$ cat config.mk
export PLATFORM = sky130hd
export DESIGN_NAME = glb_strm_mux_pipe
export DESIGN_NICKNAME = d
export VERILOG_FILES = /design/src/rtl/glb_strm_mux_pipe.sv
export SDC_FILE = /design/constraint.sdc
export NUM_CORES = 1
export LEC_CHECK = 0
export CAP_MARGIN = 20
export CORE_MARGIN = 8
export CORE_UTILIZATION = 45
export DETAILED_ROUTE_END_ITERATION = 8
export GPL_ROUTABILITY_DRIVEN = 0
export PLACE_DENSITY = 0.79
export SYNTH_ARGS = -nofsm -noshare
export SYNTH_HDL_FRONTEND = slang
export SYNTH_SLANG_ARGS = --single-unit
$ cat constraint.sdc
create_clock -name clk -period 2.7 [get_ports clk]
set_input_delay 0.405 -clock clk [delete_from_list [all_inputs] [get_ports clk]]
set_output_delay 0.405 -clock clk [all_outputs]
set_load 0.03 [all_outputs]
$ cat src/rtl/glb_strm_mux_pipe.sv
// Stream mux between a GLB tile's DMA ports and NUM_CHAN CGRA columns, with
// configurable pipelining, drained config updates and stretched soft reset.
module glb_strm_mux_pipe #(
  parameter int unsigned NUM_CHAN    = 4,
  parameter int unsigned DATA_WIDTH  = 16,
  parameter int unsigned G2F_PIPE    = 1,
  parameter int unsigned F2G_PIPE    = 1,
  parameter int unsigned SRST_CYCLES = 2
) (
  input  logic                  clk,
  input  logic                  reset,
  input  logic                  clk_en,
  input  logic [DATA_WIDTH-1:0] g2f_dma_data,
  input  logic                  g2f_dma_valid,
  output logic [DATA_WIDTH-1:0] g2f_data [NUM_CHAN],
  output logic [NUM_CHAN-1:0]   g2f_valid,
  input  logic [DATA_WIDTH-1:0] f2g_data [NUM_CHAN],
  input  logic [NUM_CHAN-1:0]   f2g_valid,
  output logic [DATA_WIDTH-1:0] f2g_dma_data,
  output logic                  f2g_dma_valid,
  input  logic                  cgra_soft_reset,
  input  logic [NUM_CHAN-1:0]   cfg_g2f_mux,
  input  logic [NUM_CHAN-1:0]   cfg_f2g_mux,
  input  logic [NUM_CHAN-1:0]   cfg_soft_reset_mux,
  input  logic                  cfg_update,
  output logic                  cfg_busy,
  output logic                  cfg_err
);

  localparam int unsigned DRAIN_CYCLES = (G2F_PIPE > F2G_PIPE) ? G2F_PIPE : F2G_PIPE;

  typedef enum logic [1:0] {ST_RUN, ST_DRAIN, ST_LOAD} state_e;

  state_e              state_q, state_d;
  logic [2:0]          drain_cnt_q, drain_cnt_d;
  logic [NUM_CHAN-1:0] act_g2f_q, act_g2f_d, act_f2g_q, act_f2g_d, act_srst_q, act_srst_d;
  logic [NUM_CHAN-1:0] shd_g2f_q, shd_g2f_d, shd_f2g_q, shd_f2g_d, shd_srst_q, shd_srst_d;
  logic                cfg_err_q, cfg_err_d;
  logic                cfg_busy_q, cfg_busy_d;
  logic [3:0]          srst_cnt_q, srst_cnt_d;
  logic                srst_s_q, srst_s_d;

  logic [DATA_WIDTH-1:0] g2f_s0_data [NUM_CHAN];
  logic [NUM_CHAN-1:0]   g2f_s0_valid;
  logic [DATA_WIDTH-1:0] g2f_pipe_data_q [G2F_PIPE][NUM_CHAN];
  logic [DATA_WIDTH-1:0] g2f_pipe_data_d [G2F_PIPE][NUM_CHAN];
  logic [NUM_CHAN-1:0]   g2f_pipe_valid_q [G2F_PIPE];
  logic [NUM_CHAN-1:0]   g2f_pipe_valid_d [G2F_PIPE];

  logic [DATA_WIDTH-1:0] f2g_s0_data;
  logic                  f2g_s0_valid;
  logic                  f2g_found;

  always_comb begin
    state_d     = state_q;
    drain_cnt_d = drain_cnt_q;
    act_g2f_d   = act_g2f_q;
    act_f2g_d   = act_f2g_q;
    act_srst_d  = act_srst_q;
    shd_g2f_d   = shd_g2f_q;
    shd_f2g_d   = shd_f2g_q;
    shd_srst_d  = shd_srst_q;
    cfg_err_d   = cfg_err_q;
    unique case (state_q)
      ST_RUN: begin
        if (cfg_update) begin
          shd_g2f_d   = cfg_g2f_mux;
          shd_f2g_d   = cfg_f2g_mux;
          shd_srst_d  = cfg_soft_reset_mux;
          drain_cnt_d = 3'(DRAIN_CYCLES);
          state_d     = ST_DRAIN;
        end
      end
      ST_DRAIN: begin
        if (clk_en) begin
          drain_cnt_d = drain_cnt_q - 3'd1;
          if (drain_cnt_q == 3'd1) state_d = ST_LOAD;
        end
      end
      ST_LOAD: begin
        act_g2f_d  = shd_g2f_q;
        act_f2g_d  = shd_f2g_q;
        act_srst_d = shd_srst_q;
        // x & (x-1) is nonzero exactly when more than one bit is set
        cfg_err_d  = |(shd_f2g_q & (shd_f2g_q - NUM_CHAN'(1)));
        state_d    = ST_RUN;
      end
      default: state_d = ST_RUN;
    endcase
    cfg_busy_d = (state_d != ST_RUN);
  end

  always_comb begin
    srst_cnt_d = srst_cnt_q;
    if (cgra_soft_reset) begin
      srst_cnt_d = 4'(SRST_CYCLES);
    end else if (srst_cnt_q != 4'd0) begin
      srst_cnt_d = srst_cnt_q - 4'd1;
    end
    srst_s_d = cgra_soft_reset | (srst_cnt_q > 4'd1);
  end

  always_comb begin
    for (int unsigned i = 0; i < NUM_CHAN; i++) begin
      g2f_s0_data[i]  = '0;
      g2f_s0_valid[i] = 1'b0;
      if (state_q != ST_DRAIN && act_g2f_q[i]) begin
        g2f_s0_data[i]  = g2f_dma_data;
        g2f_s0_valid[i] = g2f_dma_valid;
      end
      if (act_srst_q[i]) g2f_s0_valid[i] = srst_s_q;
    end
  end

  always_comb begin
    g2f_pipe_data_d  = g2f_pipe_data_q;
    g2f_pipe_valid_d = g2f_pipe_valid_q;
    if (clk_en) begin
      g2f_pipe_data_d[0]  = g2f_s0_data;
      g2f_pipe_valid_d[0] = g2f_s0_valid;
      for (int unsigned s = 1; s < G2F_PIPE; s++) begin
        g2f_pipe_data_d[s]  = g2f_pipe_data_q[s-1];
        g2f_pipe_valid_d[s] = g2f_pipe_valid_q[s-1];
      end
    end
  end

  always_comb begin
    f2g_s0_data  = '0;
    f2g_s0_valid = 1'b0;
    f2g_found    = 1'b0;
    for (int unsigned i = 0; i < NUM_CHAN; i++) begin
      if (!f2g_found && act_f2g_q[i]) begin
        f2g_s0_data  = f2g_data[i];
        f2g_s0_valid = f2g_valid[i];
        f2g_found    = 1'b1;
      end
    end
    if (state_q == ST_DRAIN) f2g_s0_valid = 1'b0;
  end

  always_ff @(posedge clk) begin
    if (reset) begin
      state_q     <= ST_RUN;
      drain_cnt_q <= '0;
      act_g2f_q   <= '0;
      act_f2g_q   <= '0;
      act_srst_q  <= '0;
      shd_g2f_q   <= '0;
      shd_f2g_q   <= '0;
      shd_srst_q  <= '0;
      cfg_err_q   <= 1'b0;
      cfg_busy_q  <= 1'b0;
      srst_cnt_q  <= '0;
      srst_s_q    <= 1'b0;
      for (int unsigned s = 0; s < G2F_PIPE; s++) begin
        g2f_pipe_valid_q[s] <= '0;
        for (int unsigned i = 0; i < NUM_CHAN; i++) g2f_pipe_data_q[s][i] <= '0;
      end
    end else begin
      state_q          <= state_d;
      drain_cnt_q      <= drain_cnt_d;
      act_g2f_q        <= act_g2f_d;
      act_f2g_q        <= act_f2g_d;
      act_srst_q       <= act_srst_d;
      shd_g2f_q        <= shd_g2f_d;
      shd_f2g_q        <= shd_f2g_d;
      shd_srst_q       <= shd_srst_d;
      cfg_err_q        <= cfg_err_d;
      cfg_busy_q       <= cfg_busy_d;
      srst_cnt_q       <= srst_cnt_d;
      srst_s_q         <= srst_s_d;
      g2f_pipe_data_q  <= g2f_pipe_data_d;
      g2f_pipe_valid_q <= g2f_pipe_valid_d;
    end
  end

  always_comb begin
    for (int unsigned i = 0; i < NUM_CHAN; i++) g2f_data[i] = g2f_pipe_data_q[G2F_PIPE-1][i];
    g2f_valid = g2f_pipe_valid_q[G2F_PIPE-1];
    cfg_busy  = cfg_busy_q;
    cfg_err   = cfg_err_q;
  end

  if (F2G_PIPE == 0) begin : g_f2g_comb
    assign f2g_dma_data  = f2g_s0_data;
    assign f2g_dma_valid = f2g_s0_valid;
  end else begin : g_f2g_pipe
    logic [DATA_WIDTH-1:0] f2g_pipe_data_q [F2G_PIPE];
    logic [DATA_WIDTH-1:0] f2g_pipe_data_d [F2G_PIPE];
    logic [F2G_PIPE-1:0]   f2g_pipe_valid_q, f2g_pipe_valid_d;

    always_comb begin
      f2g_pipe_data_d  = f2g_pipe_data_q;
      f2g_pipe_valid_d = f2g_pipe_valid_q;
      if (clk_en) begin
        f2g_pipe_data_d[0]  = f2g_s0_data;
        f2g_pipe_valid_d[0] = f2g_s0_valid;
        for (int unsigned s = 1; s < F2G_PIPE; s++) begin
          f2g_pipe_data_d[s]  = f2g_pipe_data_q[s-1];
          f2g_pipe_valid_d[s] = f2g_pipe_valid_q[s-1];
        end
      end
    end

    always_ff @(posedge clk) begin
      if (reset) begin
        f2g_pipe_valid_q <= '0;
        for (int unsigned s = 0; s < F2G_PIPE; s++) f2g_pipe_data_q[s] <= '0;
      end else begin
        f2g_pipe_data_q  <= f2g_pipe_data_d;
        f2g_pipe_valid_q <= f2g_pipe_valid_d;
      end
    end

    assign f2g_dma_data  = f2g_pipe_data_q[F2G_PIPE-1];
    assign f2g_dma_valid = f2g_pipe_valid_q[F2G_PIPE-1];
  end

endmodule
==> impl_metrics.yaml <==
run_status:
  status: "finished clean"
synth:
  ys_async_sr_fraction_pct: 0
  yosys_warnings: 0
  synth.largest_area_cell: "dfxtp_1"
  ys_seq_area_share_pct: 43.79
  synth_top_area_share_pct: 43.79
  avgSynthCellArea_um2: 8.836
  synth_area_leaders: "dfxtp_1, nand2b_1, a21oi_1, nand4_1, mux2_2"
  synth_commonest_cells: "dfxtp_1, a21oi_1, nand2b_1"
  yosysUniqueCellTypes: 48
  yosys_most_used_dff: "dfxtp_1"
  synth_most_common_cell: "dfxtp_1"
  synthesis.nets: 730
  synth_area_mm2: 0.005532
  synthCells: 626
  synth-edff-count: 0
  synth-seq-cells: 121
routing:
  avgRoutedWirePerCell_um: 18.97
  finalWirelength_um: 17780
  antenna_left: 0
  num_vias: 5331
  drc: 0
  dr.pass1.iters: 5
  drt_iter0_markers: 426
  vias_per_cell: 5.689
power_and_ir_drop:
  p_leak_nw: 2.856
  p_comb_share_pct: 10.7
  p_clk_share_pct: 49.7
  pwr-share-seq_pct: 39.6
  p_sw_mw: 1.085
  switching_share_pct: 23.09
  vdd_drop_max_uv: 493.7
  cellInternalPower_mw: 3.615
  total_power_mw: 4.700
  p_per_area_mw_per_mm2: 585.9
finish:
  fin_cells: 937
  largest_reg_flops: 64
  stdcell_area_mm2: 0.008021
  layout-drive-gt1-share_pct: 10.00
  antennaDiodeCount: 0
  area_growth_syn_to_layout_pct: 45.01
  nNetsFinal: 883
  utilization_pct: 66.78
worst_setup_path:
  path_class: "flip-flop to output port"
  r2r_start: "act_f2g_q[0]"
  reg2regPathDepth: 3
  cp_max_fo: 2
  worstPathCellList: "clkdlybuf4s50_1"
  path_delay_family: "buffers and inverters"
  required_ns: 2.30
  cp.depth: 1
  crit_start: "g2f_data[53]"
  critPathMaxStageDelay_ns: 0.70
  reg2reg_slack_ns: 0.93
  arrival_ns: 1.48
  critPathCapture: "g2f_data[53]"
  crit_buf_inv: 1
  end_kind: "output port"
  slowest_stage: "clkdlybuf4s50_1"
  critPathLaunchType: "flip-flop"
  r2r-end: "f2g_dma_data[0]"
flow_run:
  max_cap_viol_count: 0
cts:
  insertion_delay_ns: 0.42
  cts_setup_buffers: 0
  ctsResizeCount: 0
  cts-buffers-inserted: 17
  clk_pin_slew_ns: 0.05
  cts_tree: "yes"
  hold_buffers: 0
  cts-htree-levels: 4
  cts_root_buffer: "clkbuf_16"
  ctsLongestPathBuffers: 2
  cts.sinks: 121
timing:
  post-route-min-period_ns: 1.885
  fin_skew_ns: 0.01001
  post-route-period-util_pct: 69.81
  maxSlewViolCount: 0
  final-hold-violation-count: 0
  worst_slack_ns: 0.8151
  slew_headroom_pct: 49.93
  tns_ns: 0
  setup_viol: 0
  holdWs_ns: 0.4574
  rsz0062_at_grt: "false"
  worst_pin_slew_ns: 0.7494
  max_freq_ghz: 0.5305
floorplanning:
  die_w_um: 126.9
  die_area_mm2: 0.01610
  start_util_pct: 46.05
  rows: 40
  die_height_um: 126.9
  core-area_mm2: 0.01201
  io_pins: 189
global_route:
  grtUsageTotal_pct: 21.77
  grt_pass1_vias: 5322
  antenna_found_initial: 0
  grt_remaining_overflow: 0
  grt_pass1_wl_um: 27840
  grt_max_degree: 71
placement:
  portBuffers: 188
  dp.cells: 907
  pre_cts_ws_ns: 0.9037
  dp_hpwl_um: 12600
  placed_cell_area_mm2: 0.007416
worst_hold_path:
  holdCritPathClass: "flip-flop to flip-flop"
[area by class of cell]
type | instances | area, um2
multi-input combinational | 420 | 2766
inverter | 21 | 78.83
fill | 956 | 3990
tap | 147 | 183.9
sequential | 121 | 2422
timing repair buffer | 198 | 1964
clock buffer | 18 | 429.2
clock inverter | 12 | 176.4
[power groups by stage]
stage	Clock, mW	Sequential, mW	Combinational [mW]
final	2.34	1.86	0.501
after global routing	2.45	1.87	0.535
after CTS	2.37	1.86	0.498
after detailed placement	0	1.90	0.495
after global placement	0	1.90	0.483
after floorplan	0	1.92	0.222
[layout by cell type (no fill, tap or decap), drive strengths merged, types with 5 or more instances in the layout]
cell type and count:
clkinv 5, clkdlybuf4s50 186, mux2 16, o2bb2ai 15, dfxtp 121, nand2b 67, inv 22, and2 15
nand2 32, clkbuf 18, a21oi 82, nor2 9, o21ai 20, o31ai 16, buf 12, a22o 12
mux2i 16, nand4 64, o21ba 15
[cells by family (layout without fill, tap and decap cells)]
| logic type | Yosys count | in the layout | synth area share (%) |
|---|---|---|---|
| buffers and inverters | 85 | 249 | 6.243 |
| muxes | 32 | 32 | 6.152 |
| AOI/OAI and AO/OA | 175 | 175 | 20.72 |
| and+or+nand+nor | 210 | 210 | 22.46 |
| adders and majority gates | 3 | 3 | 0.6333 |
| DFF | 121 | 121 | 43.79 |
[how the worst min path moves through the flow]
stage / end / from / cells after the start
final: act_srst_q[3] / shd_srst_q[3] / 2
after global placement: f2g_dma_valid / f2g_dma_valid / 2
after global routing: act_srst_q[3] / shd_srst_q[3] / 2
after detailed placement: act_g2f_q[3] / shd_g2f_q[3] / 2
after floorplan: act_srst_q[0] / shd_srst_q[0] / 2
after CTS: act_g2f_q[3] / shd_g2f_q[3] / 2
[routing by layer]
layer	global-route usage [%]	part of all wire, %	up-vias
met3	6.368	6.0	43
met1	24.47	40	2526
li1	-	-	2564
met2	36.26	50	198
met5	0	0	-
met4	12.25	3.7	0
(Power assumes the default switching activity.)
